==> src/rtl/mc_ctrl_fsm_pkg.sv <==
// Shared encodings for the multi-cycle control unit: states, opcodes, functs and
// control-field codes, plus the DECODE dispatch helper.
package mc_ctrl_fsm_pkg;

  typedef enum logic [3:0] {
    StIdle   = 4'd0,
    StFetch  = 4'd1,
    StDecode = 4'd2,
    StExeR   = 4'd3,
    StWbR    = 4'd4,
    StExeI   = 4'd5,
    StWbI    = 4'd6,
    StMemAdr = 4'd7,
    StMemRd  = 4'd8,
    StMemWr  = 4'd9,
    StWbMem  = 4'd10,
    StBr     = 4'd11,
    StJmp    = 4'd12,
    StJr     = 4'd13,
    StJal    = 4'd14
  } state_e;

  localparam logic [5:0] OpRtype   = 6'b000000;
  localparam logic [5:0] OpOri     = 6'b001101;
  localparam logic [5:0] OpLui     = 6'b001111;
  localparam logic [5:0] OpLw      = 6'b100011;
  localparam logic [5:0] OpSw      = 6'b101011;
  localparam logic [5:0] OpBeq     = 6'b000100;
  localparam logic [5:0] OpJ       = 6'b000010;
  localparam logic [5:0] OpJal     = 6'b000011;

  localparam logic [5:0] FunctAddu = 6'b100001;
  localparam logic [5:0] FunctSubu = 6'b100011;
  localparam logic [5:0] FunctJr   = 6'b001000;

  localparam logic [2:0] AluAdd    = 3'b000;
  localparam logic [2:0] AluSub    = 3'b001;
  localparam logic [2:0] AluOr     = 3'b010;

  localparam logic [1:0] ExtZero   = 2'b00;
  localparam logic [1:0] ExtSign   = 2'b01;
  localparam logic [1:0] ExtLui    = 2'b10;

  localparam logic [1:0] DstRt     = 2'b00;
  localparam logic [1:0] DstRd     = 2'b01;
  localparam logic [1:0] DstRa     = 2'b10;

  localparam logic [1:0] M2rAlu    = 2'b00;
  localparam logic [1:0] M2rMem    = 2'b01;
  localparam logic [1:0] M2rPc     = 2'b10;

  typedef struct packed {
    logic       pc_wr;
    logic       ir_wr;
    logic       npc_sel;
    logic       j;
    logic       jr;
    logic       reg_wr;
    logic [1:0] reg_dst;
    logic [1:0] mem_to_reg;
    logic       alu_src;
    logic [1:0] ext_op;
    logic [2:0] alu_ctr;
    logic       mem_rd;
    logic       mem_wr;
    logic       instr_done;
  } ctrl_t;

  // Unrecognised op/funct falls back to StFetch, i.e. the instruction is a NOP.
  function automatic state_e decode_next(input logic [5:0] op, input logic [5:0] funct);
    state_e st;
    st = StFetch;
    case (op)
      OpRtype: begin
        if (funct == FunctAddu || funct == FunctSubu) begin
          st = StExeR;
        end else if (funct == FunctJr) begin
          st = StJr;
        end
      end
      OpOri, OpLui: st = StExeI;
      OpLw, OpSw:   st = StMemAdr;
      OpBeq:        st = StBr;
      OpJ:          st = StJmp;
      OpJal:        st = StJal;
      default:      st = StFetch;
    endcase
    return st;
  endfunction

endpackage

==> src/rtl/mc_ctrl_fsm_dec.sv <==
// Combinational control-word decode from the current state, the IR fields and the few
// status inputs that qualify a state's outputs.
module mc_ctrl_fsm_dec
  import mc_ctrl_fsm_pkg::*;
(
  input  state_e     i_state,
  input  logic [5:0] i_op,
  input  logic [5:0] i_funct,
  input  logic       i_zero,
  input  logic       i_mem_ready,
  input  logic       i_abort,
  output ctrl_t      o_ctrl
);

  always_comb begin
    o_ctrl = '0;
    case (i_state)
      StFetch: begin
        o_ctrl.ir_wr = 1'b1;
        o_ctrl.pc_wr = 1'b1;
      end
      StDecode: o_ctrl.instr_done = (decode_next(i_op, i_funct) == StFetch);
      StExeR: begin
        o_ctrl.alu_src = 1'b0;
        o_ctrl.alu_ctr = (i_funct == FunctSubu) ? AluSub : AluAdd;
      end
      StWbR: begin
        o_ctrl.reg_wr     = 1'b1;
        o_ctrl.reg_dst    = DstRd;
        o_ctrl.mem_to_reg = M2rAlu;
        o_ctrl.instr_done = 1'b1;
      end
      StExeI: begin
        o_ctrl.alu_src = 1'b1;
        o_ctrl.alu_ctr = AluOr;
        o_ctrl.ext_op  = (i_op == OpLui) ? ExtLui : ExtZero;
      end
      StWbI: begin
        o_ctrl.reg_wr     = 1'b1;
        o_ctrl.reg_dst    = DstRt;
        o_ctrl.mem_to_reg = M2rAlu;
        o_ctrl.instr_done = 1'b1;
      end
      StMemAdr: begin
        o_ctrl.alu_src = 1'b1;
        o_ctrl.ext_op  = ExtSign;
        o_ctrl.alu_ctr = AluAdd;
      end
      StMemRd: begin
        o_ctrl.mem_rd     = 1'b1;
        o_ctrl.instr_done = i_abort;
      end
      StMemWr: begin
        o_ctrl.mem_wr     = 1'b1;
        o_ctrl.instr_done = i_mem_ready | i_abort;
      end
      StWbMem: begin
        o_ctrl.reg_wr     = 1'b1;
        o_ctrl.reg_dst    = DstRt;
        o_ctrl.mem_to_reg = M2rMem;
        o_ctrl.instr_done = 1'b1;
      end
      StBr: begin
        // Not-taken must not load PC again: FETCH already advanced it.
        o_ctrl.alu_src    = 1'b0;
        o_ctrl.alu_ctr    = AluSub;
        o_ctrl.npc_sel    = 1'b1;
        o_ctrl.pc_wr      = i_zero;
        o_ctrl.instr_done = 1'b1;
      end
      StJmp: begin
        o_ctrl.j          = 1'b1;
        o_ctrl.pc_wr      = 1'b1;
        o_ctrl.instr_done = 1'b1;
      end
      StJr: begin
        o_ctrl.jr         = 1'b1;
        o_ctrl.pc_wr      = 1'b1;
        o_ctrl.instr_done = 1'b1;
      end
      StJal: begin
        o_ctrl.j          = 1'b1;
        o_ctrl.pc_wr      = 1'b1;
        o_ctrl.reg_wr     = 1'b1;
        o_ctrl.reg_dst    = DstRa;
        o_ctrl.mem_to_reg = M2rPc;
        o_ctrl.instr_done = 1'b1;
      end
      default: o_ctrl = '0;
    endcase
  end

endmodule

==> src/rtl/mc_ctrl_fsm.sv <==
// Multi-cycle main control unit: state register, next-state logic, memory-wait
// watchdog and sticky memory-error flag. Output decode lives in mc_ctrl_fsm_dec.
module mc_ctrl_fsm
  import mc_ctrl_fsm_pkg::*;
#(
  parameter int unsigned MEM_WAIT_MAX = 15,
  parameter int unsigned WAIT_W       = 4
) (
  input  logic       i_clk,
  input  logic       i_rst_n,
  input  logic [5:0] i_op,
  input  logic [5:0] i_funct,
  input  logic       i_zero,
  input  logic       i_mem_ready,
  output logic       o_pc_wr,
  output logic       o_ir_wr,
  output logic       o_npc_sel,
  output logic       o_j,
  output logic       o_jr,
  output logic       o_reg_wr,
  output logic [1:0] o_reg_dst,
  output logic [1:0] o_mem_to_reg,
  output logic       o_alu_src,
  output logic [1:0] o_ext_op,
  output logic [2:0] o_alu_ctr,
  output logic       o_mem_rd,
  output logic       o_mem_wr,
  output logic       o_instr_done,
  output logic       o_mem_err,
  output logic [3:0] o_state
);

  state_e              r_state;
  state_e              w_state_d;
  logic [WAIT_W-1:0]   r_wait_cnt;
  logic [WAIT_W-1:0]   w_wait_cnt_d;
  logic                r_mem_err;
  logic                w_in_mem;
  logic                w_abort;
  ctrl_t               w_ctrl;

  assign w_in_mem = (r_state == StMemRd) || (r_state == StMemWr);
  // The MEM_WAIT_MAX-th cycle without ready is the last one spent waiting.
  assign w_abort  = w_in_mem && !i_mem_ready &&
                    (r_wait_cnt == WAIT_W'(MEM_WAIT_MAX - 1));

  always_comb begin
    w_state_d = r_state;
    case (r_state)
      StIdle:   w_state_d = StFetch;
      StFetch:  w_state_d = StDecode;
      StDecode: w_state_d = decode_next(i_op, i_funct);
      StExeR:   w_state_d = StWbR;
      StExeI:   w_state_d = StWbI;
      StMemAdr: w_state_d = (i_op == OpLw) ? StMemRd : StMemWr;
      StMemRd: begin
        if (i_mem_ready) begin
          w_state_d = StWbMem;
        end else if (w_abort) begin
          w_state_d = StFetch;
        end
      end
      StMemWr: begin
        if (i_mem_ready || w_abort) begin
          w_state_d = StFetch;
        end
      end
      StWbR, StWbI, StWbMem, StBr, StJmp, StJr, StJal: w_state_d = StFetch;
      default:  w_state_d = StIdle;
    endcase
  end

  // Counts only while still waiting; any exit from the memory states clears it.
  assign w_wait_cnt_d = (w_in_mem && !i_mem_ready && !w_abort) ? r_wait_cnt + 1'b1 : '0;

  always_ff @(posedge i_clk or negedge i_rst_n) begin
    if (!i_rst_n) begin
      r_state    <= StIdle;
      r_wait_cnt <= '0;
      r_mem_err  <= 1'b0;
    end else begin
      r_state    <= w_state_d;
      r_wait_cnt <= w_wait_cnt_d;
      if (w_abort) begin
        r_mem_err <= 1'b1;
      end
    end
  end

  mc_ctrl_fsm_dec u_dec (
    .i_state     (r_state),
    .i_op        (i_op),
    .i_funct     (i_funct),
    .i_zero      (i_zero),
    .i_mem_ready (i_mem_ready),
    .i_abort     (w_abort),
    .o_ctrl      (w_ctrl)
  );

  assign o_pc_wr      = w_ctrl.pc_wr;
  assign o_ir_wr      = w_ctrl.ir_wr;
  assign o_npc_sel    = w_ctrl.npc_sel;
  assign o_j          = w_ctrl.j;
  assign o_jr         = w_ctrl.jr;
  assign o_reg_wr     = w_ctrl.reg_wr;
  assign o_reg_dst    = w_ctrl.reg_dst;
  assign o_mem_to_reg = w_ctrl.mem_to_reg;
  assign o_alu_src    = w_ctrl.alu_src;
  assign o_ext_op     = w_ctrl.ext_op;
  assign o_alu_ctr    = w_ctrl.alu_ctr;
  assign o_mem_rd     = w_ctrl.mem_rd;
  assign o_mem_wr     = w_ctrl.mem_wr;
  assign o_instr_done = w_ctrl.instr_done;
  assign o_mem_err    = r_mem_err;
  assign o_state      = r_state;

endmodule

==> config.mk <==
export PLATFORM = sky130hd
export DESIGN_NAME = mc_ctrl_fsm
export DESIGN_NICKNAME = d
export VERILOG_FILES = /design/src/rtl/mc_ctrl_fsm_pkg.sv /design/src/rtl/mc_ctrl_fsm_dec.sv /design/src/rtl/mc_ctrl_fsm.sv
export SDC_FILE = /design/constraint.sdc
export NUM_CORES = 1
export LEC_CHECK = 0
export CAP_MARGIN = 20
export CORE_UTILIZATION = 35
export DETAILED_ROUTE_END_ITERATION = 10
export DONT_BUFFER_PORTS = 1
export PLACE_DENSITY = 0.48
export SLEW_MARGIN = 10
export SYNTH_ARGS = -nofsm -noshare
export SYNTH_HDL_FRONTEND = slang
export SYNTH_HIERARCHICAL = 1
export SYNTH_SLANG_ARGS = --single-unit
==> constraint.sdc <==
create_clock -name i_clk -period 3.6 [get_ports i_clk]
set_input_delay 0.54 -clock i_clk [delete_from_list [all_inputs] [get_ports i_clk]]
set_output_delay 0.54 -clock i_clk [all_outputs]
set_load 0.01 [all_outputs]
Yosys cells after proc, flatten, opt, wreduce, memory -nomap -nowiden --
Cells that the tools add are included. W data, S select, Z words.
Word-level totals: bits in registers 9, logic and storage cells 75, bits of input ports 16, output and inout bits 24
Operators by class: add/subtract/negate cells 1, reductions and logical operators 18, bitwise gates (word level) 1, multiplexer cells 24, eq/ne operators 28
Operator list (count):
- $eq A4 B4 Y1 const B | 8
- $pmux W4 S8 | 1
- $mux W4 | 7
- $eq A6 B6 Y1 const B | 4
- $pmux W4 S6 | 1
- $pmux W5 S4 | 1
- $eq A6 B4 Y1 const B | 3
- $eq A4 B3 Y1 const B | 4
- $eq A6 B2 Y1 const B | 2
- $mux W1 | 9
- $pmux W3 S3 | 1
- $eq A4 B1 Y1 const B | 2
- $eq A4 B2 Y1 const B | 2
- $reduce_or A2 Y1 | 4
- $reduce_or A8 Y1 | 1
- $reduce_or A7 Y1 | 1
- $eq A6 B3 Y1 const B | 1
- $logic_not A6 Y1 | 1
- $add A4 B1 Y4 const B | 1
- $logic_not A4 Y1 | 1
- $pmux W1 S4 | 1
- $pmux W2 S2 | 1
- $reduce_or A4 Y1 | 1
- $logic_and A1 B1 Y1 | 3
- 8 further kinds | 11

Depth between registers and ports, before layout --
depth in word-level cells 7, gate-level depth with buffers 8, gate-level depth less buffers 8

Hierarchy --
Netlist, hierarchy kept.
By module, submodules not included:
- mc_ctrl_fsm | instances 1, area each 639.4 sq um, cells an instance 68
- mc_ctrl_fsm_dec | instances 1, area each 329.1 sq um, cells an instance 53

Least setup slack after synthesis --
OpenSTA, ideal clock, no wires.
path kind flip-flop to output port, start reg r_state[1], in the netlist o_state[1], end out o_instr_done, arrival time 1.600 ns, buffers on the path 1, required time 3.060 ns, setup slack 1.460 ns, stages on the path, launching flop included 8, cell sequence dfrtp_1 -> buf_6 -> or3b_4 -> nor3b_1 -> a211oi_1 -> nor2_1 -> a21oi_1 -> o21ai_1
Between the ends: word-level cells in the longest chain between the ends 6, elaborated cells between the ends (all ways) 16, those cells by class 10 x eq/ne; 1 x mux; 1 x bitwise; 4 x reduce/logical
RTL lines:
- start: declaration | line mc_ctrl_fsm.sv:33 | state_e r_state;
- start signal: assignment | line mc_ctrl_fsm.sv:78 | r_state <= StIdle;
- start signal: assignment | line mc_ctrl_fsm.sv:82 | r_state <= w_state_d;
- $eq A4 B4 Y1 | line mc_ctrl_fsm.sv:42 | assign w_in_mem = (r_state == StMemRd) || (r_state == StMemWr);
- $logic_or A1 B1 Y1 (*) | line mc_ctrl_fsm.sv:42
- $logic_and A1 B1 Y1 (*) (2 in a row) | line mc_ctrl_fsm.sv:44 | assign w_abort = w_in_mem && !i_mem_ready &&
- named net w_abort | line mc_ctrl_fsm.sv:39 | logic w_abort;
- $or A1 B1 Y1 | line mc_ctrl_fsm_dec.sv:55 | o_ctrl.instr_done = i_mem_ready | i_abort;
- $pmux W1 S4 (*) | line mc_ctrl_fsm_dec.sv:17 | case (i_state)
- end: declaration | line mc_ctrl_fsm.sv:28 | output logic o_instr_done,
Mark *: on every way through the listed nets, which the timed path passes. The rest lies on a longest branch.

Worst setup path after layout --
start reg r_state[2], in the netlist o_state[2], end out o_instr_done
The elaborated chain is that of the path after synthesis.

==> impl_results.md <==
* Peak VDD IR at roughly 0.00039 V
* Final WL at 2.28 mm
* Number of global-route vias before repair at 778
* Synthesized flop and latch total at 9
* Worst-path maximum fanout at 18
* Critical Path RT at between 3 and 4 ns
* CTS tree: built
* Synth unique cells at 51
* Status: finished clean
* Gpl congestion at 0.748
* Num CTS Buffers at 3
* Initial Util at 38.1%
* Synthesis-to-layout area growth at 2.33%
* LEAKAGE at 0.359 nW
* Port Buffer Count at 0
* Hold Crit Class: in -> reg
* Vias/cell at approximately 6.0
* # DRC at 0
* Worst-margin pin slew at 0.671 ns
* Hold Slack at 0.385 ns
* WS Path Type: reg -> out
* Mapped Nets at ~140
* Worst path max stage delay at 0.63 ns
* Largest cells by area after synthesis: dfrtp_1 (23%), nor2_1 (7.4%), nand2_1 (3.5%), nand2b_1 (3.2%), nor4b_1 (2.7%)
* Psw at 0.000264 W
* CTS Sinks at 9
* R2r setup slk at 1.60 ns
* Number of synthesized flops with an enable pin at 0
* Final hold violation count at 0
* Switch share at 48.1%
* Clock Pin Slew Worst Setup and Hold Paths at 0.07 ns
* First-pass GRT wire length at ~3.4 mm
* Post-synth ARST share at 100%
* Final Max Slew Viols at 0
* # rows at 18
* Ant. Diodes at 0
* Hold path depth at 1
* Post-synth top area share at 23.3%
* Layout cells sized above 1 at about 14%
* Sequential Power Share at roughly two fifths
* DP HPWL at 1.74 mm
* R2r endpoint: o_state[0]
* Yosys synthesis warning count at 6
* Ports at 40
* GR Util All Layers at 16.2%
* Cell family with most CP delay: simple AND/OR/NAND/NOR gates
* H-tree levels at 1
* CTS root buf: clkbuf_4
* Final min period at 2.65 ns
* Largest net degree at the start of global routing at 19
* Power Internal at 0.000284 W
* Antenna Violating Nets Remaining at 0
* Core Area at 2540 sq um
* Dominant cell type by area after synthesis: dfrtp_1
* Register area share after synthesis at 23.3%
* RSZ-0062 raised after global routing: false
* Via count at 903
* Fmax at 0.377 GHz
* Die width at 54.6 microns
* Synth top cells by count: nor2_1 (19), dfrtp_1 (9), nand2_1 (9), a21oi_1 (5), nand2b_1 (5)
* Slew HR at 55.3%
* Critical R2R Launch: o_state[2]
* Main synth FF type: dfrtp_1
* Slowest cell on crit path: dfrtp_1
* Die ar. at 2980 sq um
* R2R cell count at 4
* DR WL/cell at ~15 microns
* Bufs and invs on worst path at 0
* Synthesized area at around 970 sq um
* Crit share post-route at 73.6%
* Setup violators final at 0
* Avg Cell Area, Syn at 8.00 sq um
* HP Start: i_op[4]
* Final setup TNS at 0 ns
* Power per Cell Area at 553 nW/um^2
* Critical Path Sink Type: output pin
* Worst Hold End: o_state[2]
* Initial antenna violation count at 0
* First DRT Iteration DRCs at 20
* Share of power burned in the clock network at 14.6%
* DRT Pass-1 Iters at 4
* Fillers at 289
* Clock Skew at 0.00784 ns
* CTS max path bufs at 2
* Most common cell in the netlist: nor2_1
* Clk_lat worst skew at 0.27 ns
* Combinational share of power at 47.2%
* CP Cell Sequence: or3b_4 > nor3b_1 > a211oi_1 > nor2_1 > a21oi_1 > o21ai_1
* CP arrival at 2.11 ns
* CP Launch Type: flop
* Nets at 140
* Max Cap Violations at 0
* Grt ovf at 0
* DIE HEIGHT at 54.6 microns
* Cell count after synthesis at 121
==> area by class of cell <==
type | instances | area (sq um) | share of cell area (%)
inverter | 4 | 15.0 | 1.52
sequential | 9 | 225 | 22.7
multi-input combinational | 103 | 677 | 68.3
clock buffer | 4 | 26.3 | 2.65
tap | 30 | 37.5 | 3.79
timing repair buffer | 1 | 10.0 | 1.01
==> worst max path at each step <==
stage                    start  slack (ns)      endpoint  cells after the start
floorplan           o_state[1]        1.46  o_instr_done                      7
global placement    o_state[2]        1.27  o_instr_done                      6
detailed placement  o_state[2]        1.25  o_instr_done                      6
CTS                 o_state[2]        0.95  o_instr_done                      6
global route        o_state[2]        0.74  o_instr_done                      6
finish              o_state[2]        0.95  o_instr_done                      6
==> metal layers <==
metal	share of wire, %	routed length (microns)	global-route usage, %	vias up
li1	-	-	-	447
met1	46	1060	20.0	419
met2	45	1030	25.9	32
met3	6.8	155	5.28	5
met4	1.7	39	6.41	0
met5	0	0	0	-
==> per-stage QoR <==
stage	utilization, %	worst slack, ns	area, sq um	power, W	cells
2_1_floorplan	-	1.46	968	0.000448	121
3_3_place_gp	37.5	1.27	955	0.000467	146
3_5_place_dp	37.5	1.25	955	0.000466	146
4_1_cts	38.9	0.946	991	0.000555	151
5_1_grt	38.9	0.735	991	0.000606	151
6_report	38.9	0.949	991	0.000548	151
==> power by group through the flow <==
stage               sequential (W)  clock (W)  combinational [W]
floorplan                 0.000167          0           0.000282
global placement          0.000208          0           0.000258
detailed placement        0.000211          0           0.000255
CTS                       0.000209  0.0000849           0.000261
global route              0.000222  0.0000918           0.000293
finish                    0.000209  0.0000803           0.000259
==> cell usage in the layout (no fill, tap or decap), types with 2 or more instances in the layout <==
cell	synthesis	final
a21oi_1	5	5
nor2_1	19	19
and3_1	2	2
o32ai_1	2	2
o21ai_0	2	2
nand2b_1	5	5
nor2b_1	3	3
nor3b_1	2	2
clkbuf_4	0	3
nand2_1	9	9
o31ai_1	2	2
nor4b_1	3	3
nand3_1	2	2
o211ai_1	2	2
nor4_1	2	2
a211oi_1	2	2
nor3_1	4	4
or2_2	2	2
inv_1	4	4
o21a_1	2	2
xnor2_1	2	2
nand4_1	2	2
dfrtp_1	9	9
ha_1	2	2
o22ai_1	2	2
nor3_2	2	2
==> flip-flops by register name (all words and copies together), names as in the netlist <==
signal	flops
r_wait_cnt	4
o_state	4
o_mem_err	1
==> what timing repair did <==
action                                 4_1_cts  5_1_grt
endpoints found under the hold margin        9        0
setup buffers                                0        0
gates resized for setup                      0        0
hold buffers                                 1        0
==> kinds of logic after synthesis <==
family / count (synthesis) / share of synthesized area, %
AO/OA/AOI/OAI: 30 / 23.1
other: 1 / 0.387
flip-flops: 9 / 23.3
AND/OR/NAND/NOR: 67 / 41.1
XOR/XNOR: 3 / 2.71
adder cells (fa/ha/maj): 2 / 2.58
buffers and inverters: 9 / 6.85
Power figures use the tool's default switching activity.
